## config.mk

```make
export PLATFORM = sky130hd
export DESIGN_NAME = sequential_divider
export DESIGN_NICKNAME = d
export VERILOG_FILES = /design/src/rtl/sequential_divider.sv
export SDC_FILE = /design/constraint.sdc
export NUM_CORES = 1
export LEC_CHECK = 0
export CAP_MARGIN = 40
export CORE_ASPECT_RATIO = 0.75
export CORE_MARGIN = 1
export CORE_UTILIZATION = 35
export DETAILED_ROUTE_END_ITERATION = 10
export SYNTH_ARGS = -nofsm -noshare
export SYNTH_HDL_FRONTEND = slang
export SYNTH_SLANG_ARGS = --single-unit
```

## constraint.sdc

```tcl
create_clock -name clk -period 2.4 [get_ports clk]
set_input_delay 0.48 -clock clk [delete_from_list [all_inputs] [get_ports clk]]
set_output_delay 0.48 -clock clk [all_outputs]
set_load 0.1 [all_outputs]
```

## src/rtl/sequential_divider.sv

```systemverilog
// ---------------------------------------------------------------------------
// sequential_divider
//   Multi-cycle unsigned restoring divider. One quotient bit is resolved per
//   clock, MSB first, so a division with a non-zero divisor takes WIDTH
//   cycles; a zero divisor is answered in a single cycle.
//
// Handshake: a request is accepted on a rising clk edge where start=1 and the
//   block is idle (busy=0). While busy=1, start is ignored. Results are valid
//   for exactly the one cycle in which done=1, and the result outputs keep
//   their values afterwards until the next completion or reset.
//
// Ports:
//   clk          rising-edge clock
//   rst          asynchronous active-high reset
//   start        request, sampled only while idle
//   dividend     unsigned numerator, captured on accepted start
//   divisor      unsigned denominator, captured on accepted start
//   busy         high while a division is in progress
//   done         single-cycle pulse, results valid
//   quotient     unsigned quotient (all ones on divide by zero)
//   remainder    unsigned remainder (dividend on divide by zero)
//   div_by_zero  high with results when the captured divisor was zero
// ---------------------------------------------------------------------------
module sequential_divider #(
   parameter int WIDTH = 4
) (
   input  logic             clk,
   input  logic             rst,
   input  logic             start,
   input  logic [WIDTH-1:0] dividend,
   input  logic [WIDTH-1:0] divisor,
   output logic             busy,
   output logic             done,
   output logic [WIDTH-1:0] quotient,
   output logic [WIDTH-1:0] remainder,
   output logic             div_by_zero
);

   localparam int CW = $clog2(WIDTH + 1);

   typedef enum logic [1:0] {
      IDLE = 2'd0,
      CALC = 2'd1,
      ZERO = 2'd2
   } state_t;

   state_t           state_q, state_d;
   logic [WIDTH-1:0] dividend_q, dividend_d;   // shifts left; MSB is the next bit
   logic [WIDTH-1:0] divisor_q, divisor_d;
   logic [WIDTH:0]   partial_q, partial_d;     // one extra bit holds the trial sign
   logic [WIDTH-1:0] quot_q, quot_d;
   logic [CW-1:0]    count_q, count_d;
   logic [WIDTH-1:0] quotient_q, quotient_d;
   logic [WIDTH-1:0] remainder_q, remainder_d;
   logic             dbz_q, dbz_d;
   logic             done_q, done_d;

   // One restoring step. The partial remainder is always below the divisor,
   // so the shifted value fits in WIDTH+1 bits and the trial's MSB is a
   // reliable sign bit.
   logic [WIDTH:0]   shifted;
   logic [WIDTH:0]   trial;
   logic             q_bit;
   logic [WIDTH:0]   next_partial;
   logic [WIDTH-1:0] next_quot;

   always_comb begin
      shifted      = {partial_q[WIDTH-1:0], dividend_q[WIDTH-1]};
      trial        = shifted - {1'b0, divisor_q};
      q_bit        = ~trial[WIDTH];
      next_partial = q_bit ? trial : shifted;
      next_quot    = {quot_q[WIDTH-2:0], q_bit};
   end

   always_comb begin
      state_d     = state_q;
      dividend_d  = dividend_q;
      divisor_d   = divisor_q;
      partial_d   = partial_q;
      quot_d      = quot_q;
      count_d     = count_q;
      quotient_d  = quotient_q;
      remainder_d = remainder_q;
      dbz_d       = dbz_q;
      done_d      = 1'b0;

      case (state_q)
         IDLE: begin
            if (start) begin
               dividend_d = dividend;
               divisor_d  = divisor;
               partial_d  = '0;
               quot_d     = '0;
               count_d    = CW'(WIDTH);
               state_d    = (divisor == '0) ? ZERO : CALC;
            end
         end
         CALC: begin
            partial_d  = next_partial;
            quot_d     = next_quot;
            dividend_d = dividend_q << 1;
            count_d    = count_q - CW'(1);
            if (count_q == CW'(1)) begin
               quotient_d  = next_quot;
               remainder_d = next_partial[WIDTH-1:0];
               dbz_d       = 1'b0;
               done_d      = 1'b1;
               state_d     = IDLE;
            end
         end
         ZERO: begin
            quotient_d  = '1;
            remainder_d = dividend_q;
            dbz_d       = 1'b1;
            done_d      = 1'b1;
            state_d     = IDLE;
         end
         default: state_d = IDLE;
      endcase
   end

   always_ff @(posedge clk or posedge rst) begin
      if (rst) begin
         state_q     <= IDLE;
         dividend_q  <= '0;
         divisor_q   <= '0;
         partial_q   <= '0;
         quot_q      <= '0;
         count_q     <= '0;
         quotient_q  <= '0;
         remainder_q <= '0;
         dbz_q       <= 1'b0;
         done_q      <= 1'b0;
      end else begin
         state_q     <= state_d;
         dividend_q  <= dividend_d;
         divisor_q   <= divisor_d;
         partial_q   <= partial_d;
         quot_q      <= quot_d;
         count_q     <= count_d;
         quotient_q  <= quotient_d;
         remainder_q <= remainder_d;
         dbz_q       <= dbz_d;
         done_q      <= done_d;
      end
   end

   // The block is back in IDLE during the done cycle, so busy and done are
   // never high together.
   assign busy        = (state_q != IDLE);
   assign done        = done_q;
   assign quotient    = quotient_q;
   assign remainder   = remainder_q;
   assign div_by_zero = dbz_q;

endmodule

```

## Word level (Yosys, flattened, before mapping)

Cells that the tools add are included.

| word-level totals | value |
|---|---|
| bits of input ports | 11 |
| register bits | 30 |

| cells by class | value |
|---|---|
| reduce and logical (&&, ||, !) cells | 9 |
| bitwise logic cells | 1 |
| equality and inequality tests | 5 |
| muxes and demuxes | 21 |
| add/subtract/negate cells | 2 |

Operators by type and width:

| kind | number |
|---|---|
| $pmux W4 S2 | 4 |
| $mux W4 | 5 |
| $pmux W3 S2 | 2 |
| $reduce_and A2 Y1 | 4 |
| $mux W2 | 3 |
| $mux W3 | 2 |
| $reduce_bool A2 Y1 | 3 |
| $sub A5 B4 Y5 | 1 |
| $logic_not A4 Y1 | 1 |
| $ne A2 B2 Y1 const B | 2 |
| $pmux W1 S2 | 2 |
| $pmux W2 S2 | 1 |
| $eq A3 B1 Y1 const B | 1 |
| $sub A3 B1 Y3 const B | 1 |
| $eq A2 B1 Y1 const B | 1 |
| $eq A2 B2 Y1 const B | 1 |
| $logic_not A2 Y1 | 1 |
| $mux W1 | 2 |
| $not A1 Y1 | 1 |

## Depth between registers and ports, before layout

| logic depth | value |
|---|---|
| depth after elaboration | 4 |
| mapped depth | 9 |

## Least setup slack after synthesis

Ideal clock, no wire load.

| timing path | value |
|---|---|
| path kind | reg-to-reg |
| start | register dividend_q[3] |
| end | register remainder_q[0] (netlist: remainder[0]) |
| data required time | 2326 ps |
| setup slack | 317 ps |
| stages on the path, launching flop included | 10 |
| arrival time | 2008 ps |
| library setup time | 74 ps |
| path through | dfrtp_1 inv_1 ha_1 inv_1 fa_1 a21o_1 a21oi_2 xnor2_2 mux2_4 o21ai_2 |

| between the ends | value |
|---|---|
| cells in the longest elaborated chain, start to end | 4 |

Ends and longest elaborated chain:

| item | RTL line | text |
|---|---|---|
| start, declared | 48 | `logic [WIDTH-1:0] dividend_q, dividend_d;` |
| start signal, assigned | 136 | `dividend_q <= dividend_d;` |
| $sub A5 B4 Y5 | 69 | `trial = shifted - {1'b0, divisor_q};` |
| $mux W4 * | 71 | `next_partial = q_bit ? trial : shifted;` |
| $mux W4 * | 103 | `if (count_q == CW'(1)) begin` |
| $pmux W4 S2 * | 87 | `case (state_q)` |
| end signal, assigned | 142 | `remainder_q <= remainder_d;` |
| end, declared | 54 | `logic [WIDTH-1:0] remainder_q, remainder_d;` |

Every way passes the cells marked *; elsewhere a longest branch is shown, timed or not. The select of a mux whose other input is x is not followed.
A chain may end at the register's enable or synchronous reset.

## Worst setup path in the final report

| timing path | value |
|---|---|
| start | register dividend_q[3] |
| end | register remainder_q[2] (netlist: remainder[2]) |

| between the ends | value |
|---|---|
| cells in the longest elaborated chain, start to end | 4 |

Ends and longest elaborated chain:

| item | RTL line |
|---|---|
| $sub A5 B4 Y5 | 69 |
| $mux W4 | 71 |
| $mux W4 | 103 |
| $pmux W4 S2 | 87 |

Every way passes these cells. The select of a mux whose other input is x is not followed.

==> qor.txt <==
Status = finished, final reports clean
Post-synthesis sequential area ratio = 49.1%
Final Max Tran Viols = 0
Arr. time, crit path = 2.44 ns
Worst-Skew Late Latency = 0.29 ns
N_diodes = 0
Clock Pin Slew Worst Setup and Hold Paths = 0.07 ns
DR iter-0 viols = 93
Die area = 4640 µm²
Total CTS buffers = 5
Number of synthesized flops with an enable pin = 0
Slew margin rel. = 64.5%
Critical Path Start Type = flip-flop
Dpl ws = 0.169 ns
Placed Area = 1790 µm²
VDD IR-drop max = 0.669 mV
Final Skew = 0.00562 ns
Routability Congestion = 0.860
Min cycle time layout = 2.29 ns
Vias in the first global route = 1159
CP Capture Type = flip-flop
Hold-fix buffers, CTS = 0
Final-layout fill cell count = 393
H-tree levels = 2
Worst setup margin = 0.114 ns
CTS Root Cell = clkbuf_8
Synth Instances = 147
Clock Sinks = 30
DIE WIDTH = 78.3 µm
Cell taking the most area after synthesis = dfrtp_1
Max Cap Violations = 0
Final Routed Wirelength = 3470 µm
Maximum operating frequency = 437 MHz
Share of layout cells above drive strength 1 = 20.0%
CP Max Fanout = 6
Critical path class = flip-flop to flip-flop
Worst-Margin Slew = 0.532 ns
CTS tree = built
# rows = 20
Ys async rst share = 100%
DP Wirelength = 2510 µm
Synth top area share = 49.1%
Initial Utilization = 37.0%
Final hold vios = 0
Top_reg_cell synth = dfrtp_1
Antenna violations before repair = 0
PwrDens = 1490 nW/µm²
Syn avg cell area = 10.4 µm²
DRC errors left = 0
Setup TNS = 0 ns
Leak Pwr = 0.000873 µW
Synthesis Warnings = 0
Mapped cell area = 1530 µm²
Post-synth net total = 168
Die Ht = 59.2 µm
Synth cell types = 33
Number of vias per cell = 5.08
Yosys reg bits = 30
Max clock buf depth = 2
Largest net degree at the start of global routing = 31
Total number of vias = 1168
Endpoints failing setup = 0
Worst Path Required = 2.56 ns
Count leader, synth = dfrtp_1
GRT Overall Usage = 17.0%
Worst-case hold slack = 0.495 ns
Period utilization = 95.3%
Global-route wire length before repair = 5690 µm
Synth top area cells = dfrtp_1, ha_1, o21ai_0
IO Pins = 22
Per-cell routed wire length = 15.1 µm
Commonest cells in the netlist = dfrtp_1, nand2_1, o21ai_0
Grt total ovfl = 0
Detail Route Antenna Nets = 0
Count of input and output buffers = 21
Area Overhead vs Synth = 26.2%
Worst Hold Class = flip-flop to flip-flop
Final instance area = 1930 µm²
Drt pass-1 iters = 4
Total power draw = 2870 µW
Core area = 4130 µm²
Nets = 196
[final timing paths]
| path | startpoint | to | slack, ns | depth (start not counted) |
|---|---|---|---|---|
| setup / recovery | dividend_q[3] | remainder[2] | 0.11 | 9 |
| hold / removal | count_q[1] | count_q[1] | 0.50 | 2 |
| setup reg to reg | dividend_q[3] | remainder[2] | 0.11 | 9 |
| hold reg to reg | count_q[1] | count_q[1] | 0.50 | 2 |
| max in group asynchronous | rst | dividend_q[1] | 1.55 | 3 |
| min in group asynchronous | rst | count_q[2] | 0.56 | 3 |
[cells in the final DEF (no fill, tap or decap), types with 2 or more instances in the layout]
cell type	Yosys	final
dfrtp_1	30	30
nand2_1	18	18
o21ai_0	16	16
buf_4	0	15
inv_1	11	11
a21oi_1	10	10
clkdlybuf4s50_1	0	10
ha_1	9	9
clkbuf_8	0	6
mux2i_1	6	5
nand2b_1	4	4
mux2_2	4	4
o22ai_1	4	4
a22o_1	3	3
nor2b_1	3	3
a32oi_1	3	3
nor3_1	3	3
o21ai_2	2	2
xor2_1	2	2
nand3_1	2	2
[registers in the layout, summed over array words and instances (netlist names)]
signal and flops:
divisor_q 4, state_q 2, done 1, remainder 4, partial_q 4, quot_q 3, dividend_q 4, count_q 3
div_by_zero 1, quotient 4
[layout make-up]
class	count	area, µm²	area share, %
Sequential cell	30	751	38.9
Multi-Input combinational cell	102	742	38.5
Timing Repair Buffer	25	213	11.0
Clock buffer	6	82.6	4.28
Tap cell	55	68.8	3.57
Inverter	11	41.3	2.14
Clock inverter	1	30.0	1.56
[worst max-delay path, stage by stage, from the launching register on]
cell     delay (ns)
dfrtp_1        0.39
inv_1          0.09
ha_1           0.16
inv_1          0.06
fa_1           0.40
a21o_1         0.21
a21oi_4        0.20
xnor2_4        0.19
mux2i_2        0.33
o21ai_0        0.13
[timing repair]
action,4_1_cts,5_1_grt
resized for setup,0,3
setup buffers,0,0
setup endpoints to repair,0,1
[through the flow]
step / std cells / util, %
after global routing: 230 / 46.7
after floorplan: 147 / -
after CTS: 230 / 46.2
after global placement: 223 / 43.4
final: 230 / 46.7
after detailed placement: 223 / 43.4
[cell families after synthesis]
family	synth area share, %
xor gates and xnor gates	2.21
muxes	7.86
DFF	49.1
AOI/OAI and AO/OA	17.9
buffers and inverters	3.77
adders and majority gates	8.68
and+or+nand+nor	10.4
[report_power, final]
part           total, µW  switching [µW]  leakage (µW)  internal [µW]
clock network        524             192     0.0000573            332
logic               1540            1020      0.000440            520
registers            811             134      0.000376            677
[per-layer routing]
metal / part of all wire (%) / up-vias / GRT usage (%)
met5: 0 / - / 0
met4: 2.0 / 0 / 8.73
met3: 2.9 / 6 / 4.15
met2: 44 / 18 / 25.7
met1: 51 / 570 / 23.0
li1: - / 574 / -
(Power assumes the default switching activity.)
